===== config.mk =====
export PLATFORM = sky130hd
export DESIGN_NAME = reg_bus_arb_flat
export DESIGN_NICKNAME = d
export VERILOG_FILES = /design/src/rtl/reg_bus_arb_pkg.sv /design/src/rtl/reg_bus_arb_if.sv /design/src/rtl/reg_bus_arb_pick.sv /design/src/rtl/reg_bus_arb.sv /design/src/flat_wrapper.sv
export SDC_FILE = /design/constraint.sdc
export NUM_CORES = 1
export LEC_CHECK = 0
export CORE_MARGIN = 2
export CORE_UTILIZATION = 46
export CTS_BUF_LIST = sky130_fd_sc_hd__clkbuf_16
export DETAILED_ROUTE_END_ITERATION = 6
export PLACE_DENSITY = 0.85
export SLEW_MARGIN = 20
export SYNTH_ARGS = -nofsm -noshare
export SYNTH_HDL_FRONTEND = slang
export SYNTH_SLANG_ARGS = --single-unit

===== constraint.sdc =====
create_clock -name clk -period 5.4 [get_ports clk]
set_clock_uncertainty 0.1 [all_clocks]
set_input_delay 1.08 -clock clk [delete_from_list [all_inputs] [get_ports clk]]
set_output_delay 1.08 -clock clk [all_outputs]
set_load 0.005 [all_outputs]

===== src/rtl/reg_bus_arb_pkg.sv =====
// Shared widths and FSM encoding for the register-bus arbiter.
// Round-robin arbitration is selected with the ARB_ROUND_ROBIN_EN macro.
package pwm_regbus_pkg;

  localparam int ADDR_W = 6;
  localparam int DATA_W = 8;

  typedef enum logic [2:0] {
    S_IDLE   = 3'd0,
    S_BUS_A  = 3'd1,
    S_BUS_B  = 3'd2,
    S_HOLD_A = 3'd3,
    S_HOLD_B = 3'd4
  } state_t;

endpackage


===== src/rtl/reg_bus_arb_if.sv =====
// Requester A/B handshakes plus the register-bank port of the arbiter.
// slave = arbiter view, master = environment (requesters and bank) view.
interface reg_bus_arb_if;
  import pwm_regbus_pkg::*;

  logic              a_req, a_we, a_lock, a_gnt, a_rvalid;
  logic [ADDR_W-1:0] a_addr;
  logic [DATA_W-1:0] a_wdata, a_rdata;

  logic              b_req, b_we, b_lock, b_gnt, b_rvalid;
  logic [ADDR_W-1:0] b_addr;
  logic [DATA_W-1:0] b_wdata, b_rdata;

  logic              read, write;
  logic [ADDR_W-1:0] addr;
  logic [DATA_W-1:0] data_write, data_read;

  modport slave (
    input  a_req, a_we, a_addr, a_wdata, a_lock,
    input  b_req, b_we, b_addr, b_wdata, b_lock,
    input  data_read,
    output a_gnt, a_rdata, a_rvalid,
    output b_gnt, b_rdata, b_rvalid,
    output read, write, addr, data_write
  );

  modport master (
    output a_req, a_we, a_addr, a_wdata, a_lock,
    output b_req, b_we, b_addr, b_wdata, b_lock,
    output data_read,
    input  a_gnt, a_rdata, a_rvalid,
    input  b_gnt, b_rdata, b_rvalid,
    input  read, write, addr, data_write
  );

endinterface


===== src/rtl/reg_bus_arb_pick.sv =====
// Winner selection for simultaneous requests in IDLE.
// ARB_ROUND_ROBIN_EN adds a last-served register; otherwise A has fixed priority.
module arb_pick (
`ifdef ARB_ROUND_ROBIN_EN
  input  logic clk,
  input  logic rst_n,
  input  logic served_a,
  input  logic served_b,
`endif
  input  logic a_req,
  input  logic b_req,
  output logic pick_b
);

`ifdef ARB_ROUND_ROBIN_EN
  logic last_b;

  // Reset value B makes A the first winner of a tie.
  always_ff @(posedge clk or negedge rst_n) begin
    if (!rst_n)        last_b <= 1'b1;
    else if (served_a) last_b <= 1'b0;
    else if (served_b) last_b <= 1'b1;
  end

  assign pick_b = b_req & (~a_req | ~last_b);
`else
  assign pick_b = b_req & ~a_req;
`endif

endmodule


===== src/rtl/reg_bus_arb.sv =====
// Two-requester register-bus arbiter with lock/hold and idle-timeout release.
// Build option ARB_ROUND_ROBIN_EN: round-robin tie-break instead of A priority.
module reg_bus_arb
  import pwm_regbus_pkg::*;
#(
  parameter int HOLD_MAX = 8
) (
  input  logic          clk,
  input  logic          rst_n,
  reg_bus_arb_if.slave  bus
);

  localparam int CNT_W = $clog2(HOLD_MAX + 1);

  state_t            state, state_nxt;
  logic [CNT_W-1:0]  cnt, cnt_nxt, cnt_inc;
  logic              load_a, load_b, pick_b;
  logic              gnt_a, gnt_b, in_bus;

  logic              we_p0, lock_p0;
  logic [ADDR_W-1:0] addr_p0;
  logic [DATA_W-1:0] wdata_p0;

  logic              a_vld_p1, b_vld_p1;
  logic [DATA_W-1:0] a_rdata_p1, b_rdata_p1;

  assign gnt_a   = (state == S_BUS_A);
  assign gnt_b   = (state == S_BUS_B);
  assign in_bus  = gnt_a | gnt_b;
  assign cnt_inc = cnt + 1'b1;

  arb_pick u_pick (
`ifdef ARB_ROUND_ROBIN_EN
    .clk      (clk),
    .rst_n    (rst_n),
    .served_a (gnt_a),
    .served_b (gnt_b),
`endif
    .a_req    (bus.a_req),
    .b_req    (bus.b_req),
    .pick_b   (pick_b)
  );

  always_comb begin
    state_nxt = state;
    cnt_nxt   = cnt;
    load_a    = 1'b0;
    load_b    = 1'b0;
    unique case (state)
      S_IDLE: begin
        if (bus.a_req || bus.b_req) begin
          if (pick_b) begin
            load_b    = 1'b1;
            state_nxt = S_BUS_B;
          end else begin
            load_a    = 1'b1;
            state_nxt = S_BUS_A;
          end
        end
      end
      S_BUS_A: begin
        cnt_nxt   = '0;
        state_nxt = lock_p0 ? S_HOLD_A : S_IDLE;
      end
      S_BUS_B: begin
        cnt_nxt   = '0;
        state_nxt = lock_p0 ? S_HOLD_B : S_IDLE;
      end
      // The owner's own request bypasses arbitration; the other side is ignored.
      S_HOLD_A: begin
        if (bus.a_req) begin
          load_a    = 1'b1;
          state_nxt = S_BUS_A;
        end else if (!bus.a_lock || cnt_inc == CNT_W'(HOLD_MAX)) begin
          state_nxt = S_IDLE;
        end else begin
          cnt_nxt = cnt_inc;
        end
      end
      S_HOLD_B: begin
        if (bus.b_req) begin
          load_b    = 1'b1;
          state_nxt = S_BUS_B;
        end else if (!bus.b_lock || cnt_inc == CNT_W'(HOLD_MAX)) begin
          state_nxt = S_IDLE;
        end else begin
          cnt_nxt = cnt_inc;
        end
      end
      default: state_nxt = S_IDLE;
    endcase
  end

  // Stage p0: control state, lock flag and read-return registers.
  always_ff @(posedge clk or negedge rst_n) begin
    if (!rst_n) begin
      state      <= S_IDLE;
      cnt        <= '0;
      lock_p0    <= 1'b0;
      a_vld_p1   <= 1'b0;
      b_vld_p1   <= 1'b0;
      a_rdata_p1 <= '0;
      b_rdata_p1 <= '0;
    end else begin
      state    <= state_nxt;
      cnt      <= cnt_nxt;
      if (load_a)      lock_p0 <= bus.a_lock;
      else if (load_b) lock_p0 <= bus.b_lock;
      a_vld_p1 <= gnt_a & ~we_p0;
      b_vld_p1 <= gnt_b & ~we_p0;
      if (gnt_a && !we_p0) a_rdata_p1 <= bus.data_read;
      if (gnt_b && !we_p0) b_rdata_p1 <= bus.data_read;
    end
  end

  // Stage p0: access payload, only consumed while in a BUS state.
  always_ff @(posedge clk) begin
    if (load_a) begin
      we_p0    <= bus.a_we;
      addr_p0  <= bus.a_addr;
      wdata_p0 <= bus.a_wdata;
    end else if (load_b) begin
      we_p0    <= bus.b_we;
      addr_p0  <= bus.b_addr;
      wdata_p0 <= bus.b_wdata;
    end
  end

  assign bus.a_gnt      = gnt_a;
  assign bus.b_gnt      = gnt_b;
  assign bus.read       = in_bus & ~we_p0;
  assign bus.write      = in_bus & we_p0;
  assign bus.addr       = in_bus ? addr_p0  : '0;
  assign bus.data_write = in_bus ? wdata_p0 : '0;
  assign bus.a_rvalid   = a_vld_p1;
  assign bus.b_rvalid   = b_vld_p1;
  assign bus.a_rdata    = a_rdata_p1;
  assign bus.b_rdata    = b_rdata_p1;

endmodule


===== src/flat_wrapper.sv =====
// flat-port wrapper written by rule: the top's interface ports become plain ports
module reg_bus_arb_flat import pwm_regbus_pkg::*;
#(
  parameter int HOLD_MAX = 8
)
  (clk, rst_n, bus_a_req, bus_a_we, bus_a_addr, bus_a_wdata, bus_a_lock, bus_b_req, bus_b_we, bus_b_addr, bus_b_wdata, bus_b_lock, bus_data_read, bus_a_gnt, bus_a_rdata, bus_a_rvalid, bus_b_gnt, bus_b_rdata, bus_b_rvalid, bus_read, bus_write, bus_addr, bus_data_write);
  reg_bus_arb_if bus_i ();
  input  logic clk;
  input  logic rst_n;
  input wire logic [$bits(bus_i.a_req)-1:0] bus_a_req;
  input wire logic [$bits(bus_i.a_we)-1:0] bus_a_we;
  input wire logic [$bits(bus_i.a_addr)-1:0] bus_a_addr;
  input wire logic [$bits(bus_i.a_wdata)-1:0] bus_a_wdata;
  input wire logic [$bits(bus_i.a_lock)-1:0] bus_a_lock;
  input wire logic [$bits(bus_i.b_req)-1:0] bus_b_req;
  input wire logic [$bits(bus_i.b_we)-1:0] bus_b_we;
  input wire logic [$bits(bus_i.b_addr)-1:0] bus_b_addr;
  input wire logic [$bits(bus_i.b_wdata)-1:0] bus_b_wdata;
  input wire logic [$bits(bus_i.b_lock)-1:0] bus_b_lock;
  input wire logic [$bits(bus_i.data_read)-1:0] bus_data_read;
  output wire logic [$bits(bus_i.a_gnt)-1:0] bus_a_gnt;
  output wire logic [$bits(bus_i.a_rdata)-1:0] bus_a_rdata;
  output wire logic [$bits(bus_i.a_rvalid)-1:0] bus_a_rvalid;
  output wire logic [$bits(bus_i.b_gnt)-1:0] bus_b_gnt;
  output wire logic [$bits(bus_i.b_rdata)-1:0] bus_b_rdata;
  output wire logic [$bits(bus_i.b_rvalid)-1:0] bus_b_rvalid;
  output wire logic [$bits(bus_i.read)-1:0] bus_read;
  output wire logic [$bits(bus_i.write)-1:0] bus_write;
  output wire logic [$bits(bus_i.addr)-1:0] bus_addr;
  output wire logic [$bits(bus_i.data_write)-1:0] bus_data_write;
  assign bus_i.a_req = bus_a_req;
  assign bus_i.a_we = bus_a_we;
  assign bus_i.a_addr = bus_a_addr;
  assign bus_i.a_wdata = bus_a_wdata;
  assign bus_i.a_lock = bus_a_lock;
  assign bus_i.b_req = bus_b_req;
  assign bus_i.b_we = bus_b_we;
  assign bus_i.b_addr = bus_b_addr;
  assign bus_i.b_wdata = bus_b_wdata;
  assign bus_i.b_lock = bus_b_lock;
  assign bus_i.data_read = bus_data_read;
  assign bus_a_gnt = bus_i.a_gnt;
  assign bus_a_rdata = bus_i.a_rdata;
  assign bus_a_rvalid = bus_i.a_rvalid;
  assign bus_b_gnt = bus_i.b_gnt;
  assign bus_b_rdata = bus_i.b_rdata;
  assign bus_b_rvalid = bus_i.b_rvalid;
  assign bus_read = bus_i.read;
  assign bus_write = bus_i.write;
  assign bus_addr = bus_i.addr;
  assign bus_data_write = bus_i.data_write;
  reg_bus_arb #(.HOLD_MAX(HOLD_MAX)) u_core (.clk(clk), .rst_n(rst_n), .bus(bus_i));
endmodule

==> impl_results.md <==
- Run status: completed
- Flops & latches, synth: 41
- Total CTS buffers: 5
- Worst Hold End: u_core.bus.a_rdata[0]$_DFFE_PN0P_
- PnR Total Power: about 1.6 mW
- Syn_area_per_cell: 13.4 µm²
- Row count: 23
- Power density over cell area: 535 nW/µm²
- Tightest Pin Transition: 789 ps
- Share of layout cells above drive strength 1: 20.9%
- Die area: 4820 µm²
- GRT Util Overall: between 10% and 20%
- Crit Reg-Reg Endpoint: u_core.we_p0$_DFFE_PP_
- P&R area growth vs syn: 49.0%
- Synth warn: 0
- Final Critical Period: 3760 ps
- Dpl cell area: 2790 µm²
- Post-detailed-routing wire length: slightly below 4000 µm
- Largest net degree at the start of global routing: 27
- H-tree depth: 2
- Setup TNS: 0 ps
- Final hold viol count: 0
- Post-synth EDFFs: 15
- Number of nets in the layout: 274
- R2R cell count: 4
- Critical Path, Cell by Cell: nor3b_1 > nor2b_1 > or2_2 > clkdlybuf4s50_1
- Final setup violation count: 0
- Crit-path max cell delay: 690 ps
- CTS root buffer: clkbuf_16
- Synth unique cells: 37
- First-pass GRT wire length: 7040 µm
- Post-Synthesis Cells: 147
- Cts repair resizes: 0
- Async set-or-reset flop fraction in the synthesized netlist: 63.4%
- Starting Density: 48.5%
- Vias in the first global route: 1539
- Initial antenna violation count: 0
- RSZ-0062 raised after global routing: no
- Slowest CP cell: nor2b_1
- Via count: about 1400
- Post-CTS Hold Buffers: 0
- Syn nets: 192
- Die Ht: 69.4 µm
- Final Max Slew Viols: 0
- Top cell type's share of synthesized area: 33.0%
- Tcrit/Tclk final: a little over two thirds
- Crit start category: flip-flop
- Worst ir drop on vdd: 0.271 mV
- Req. time, crit path: 4220 ps
- DRC: 0
- Ys flop type: dfrtp_1
- Grt ovf: 0
- Post-synth top area cell: dfrtp_1
- Fillers: approximately 300
- CTS tree: built
- Fmax: between 0.2 and 0.3 GHz
- IO buf count: 79
- GPL Wtd Cong: 0.783
- Worst-skew pair later-pin latency: 280 ps
- Rel. slew slack: 47.3%
- Antenna Cells: 0
- Clock slew at reported path FFs: 60 ps
- Die width: 69.4 µm
- Hold depth: 1
- Post-synthesis sequential area ratio: 55.9%
- Drt first pass iters: 4
- Crit path kind: flip-flop to primary output
- Crit path max fanout: 15
- FF-to-FF setup slack: 3100 ps
- Via/cell ratio: 5.12
- Data arrival, critical path: 2580 ps
- Synth top cells by count: dfrtp_1 (26), mux2_2 (24), and2_1 (15), edfxtp_1 (15)
- Num Clock Sinks: 41
- CTS Buffer Depth: 2
- Hold Path Origin: u_core.bus.a_rdata[0]$_DFFE_PN0P_
- CP endpoint kind: primary output
- R2R Path Start: u_core.state[1]$_DFFE_PN0P_
- Cell area after layout: between 2000 and 3000 µm²
- ANT nets after route: 0
- DP HPWL: 2930 µm
- Post-CTS Setup Inserts: 0
- DRT iter0 DRCs: 89
- Core area: 4060 µm²
- Count leader, synth: dfrtp_1
- P_leak: roughly 1.2 nW
- Cell Area, Synth: ~2000 µm²
- Hold Crit Class: flip-flop to flip-flop
- Num ports: 80
- Synth top area cells: dfrtp_1 (33%), edfxtp_1 (23%), mux2_2 (14%), mux2_4 (5.3%), and2_1 (4.8%)
- MaxCap Viol Count: 0
- Drt wl/cell: ~14 µm
[critical path, delay by kind of cell, from the launching register on]
kind                   cells  cell delay [ps]
AND/OR/NAND/NOR            3             1280
buffers and inverters      1              490
flip-flops                 1              530
[cell type report]
class | instances | area (µm²) | area share [%]
Timing Repair Buffer | 80 | 793 | 27.0
Tap cell | 50 | 62.6 | 2.13
Multi-Input combinational cell | 94 | 808 | 27.5
Clock inverter | 3 | 17.5 | 0.597
Clock buffer | 5 | 125 | 4.26
Inverter | 7 | 26.3 | 0.896
Sequential cell | 41 | 1100 | 37.5
[state kept, by name, indices dropped and copies added, names as in the netlist]
register and flops:
u_core.bus.b_rvalid 1, u_core.bus.a_rdata 8, u_core.we_p0 1, u_core.bus.b_rdata 8, u_core.wdata_p0 8, u_core.bus.a_rvalid 1, u_core.state 3, u_core.lock_p0 1
u_core.cnt 4, u_core.addr_p0 6
[metrics by stage]
| step | util [%] | hold slack (ps) | worst slack [ps] | std cells |
|---|---|---|---|---|
| 2_1_floorplan | - | 392 | 2850 | 147 |
| 3_3_place_gp | 68.9 | 388 | 2000 | 272 |
| 3_5_place_dp | 68.8 | 394 | 1930 | 272 |
| 4_1_cts | 72.3 | 407 | 1620 | 280 |
| 5_1_grt | 72.3 | 426 | 1430 | 280 |
| 6_report | 72.3 | 402 | 1640 | 280 |
[cells in the final DEF, fill, tap and decap left out, drive strengths merged, types with 2 or more instances in the layout]
cell type / Yosys / routed
nand3: 3 / 3
clkbuf: 1 / 5
inv: 7 / 8
edfxtp: 15 / 15
nor2: 5 / 5
dfrtp: 26 / 26
clkdlybuf4s50: 0 / 78
o21ai: 4 / 4
buf: 4 / 2
and2: 15 / 15
nand2b: 2 / 2
o211ai: 3 / 3
nor3b: 2 / 2
mux2: 31 / 31
mux2i: 3 / 3
nand2: 6 / 6
nand3b: 3 / 3
clkinv: 0 / 2
[logic make-up (layout without fill, tap and decap cells)]
group,Yosys count,in the layout,synth area share (%)
xor gates and xnor gates,1,1,0.826
and+or+nand+nor,43,43,13.3
adders and majority gates,1,1,0.635
DFF,41,41,55.9
buffers and inverters,12,95,3.30
muxes,34,34,20.6
AOI/OAI and AO/OA,15,15,5.46
[how the worst max path moves through the flow]
| stage | startpoint | endpoint | slack, ps | cells after the start |
|---|---|---|---|---|
| global route | u_core.state[2]$_DFFE_PN0P_ | bus_read | 1430 | 4 |
| global placement | u_core.state[2]$_DFFE_PN0P_ | bus_read | 2000 | 4 |
| detailed placement | u_core.state[2]$_DFFE_PN0P_ | bus_read | 1930 | 4 |
| finish | u_core.state[2]$_DFFE_PN0P_ | bus_read | 1640 | 4 |
| CTS | u_core.state[2]$_DFFE_PN0P_ | bus_read | 1620 | 4 |
| floorplan | bus_a_req | u_core.addr_p0[0]$_DFFE_PP_ | 2850 | 5 |
[power by group]
| part | switching, mW | internal (mW) |
|---|---|---|
| combinational | 0.274 | 0.467 |
| sequential | 0.0686 | 0.479 |
| clock | 0.114 | 0.170 |
| total | 0.456 | 1.12 |
[per-layer routing]
| layer | vias to the layer above | GRT usage, % | share of wire (%) |
|---|---|---|---|
| met5 | - | 0 | 0 |
| met4 | 0 | 5.23 | 1.5 |
| met3 | 6 | 9.30 | 12 |
| met2 | 69 | 28.6 | 46 |
| met1 | 668 | 22.9 | 41 |
| li1 | 691 | - | - |
Note: power is estimated with default switching activity, not from simulation.
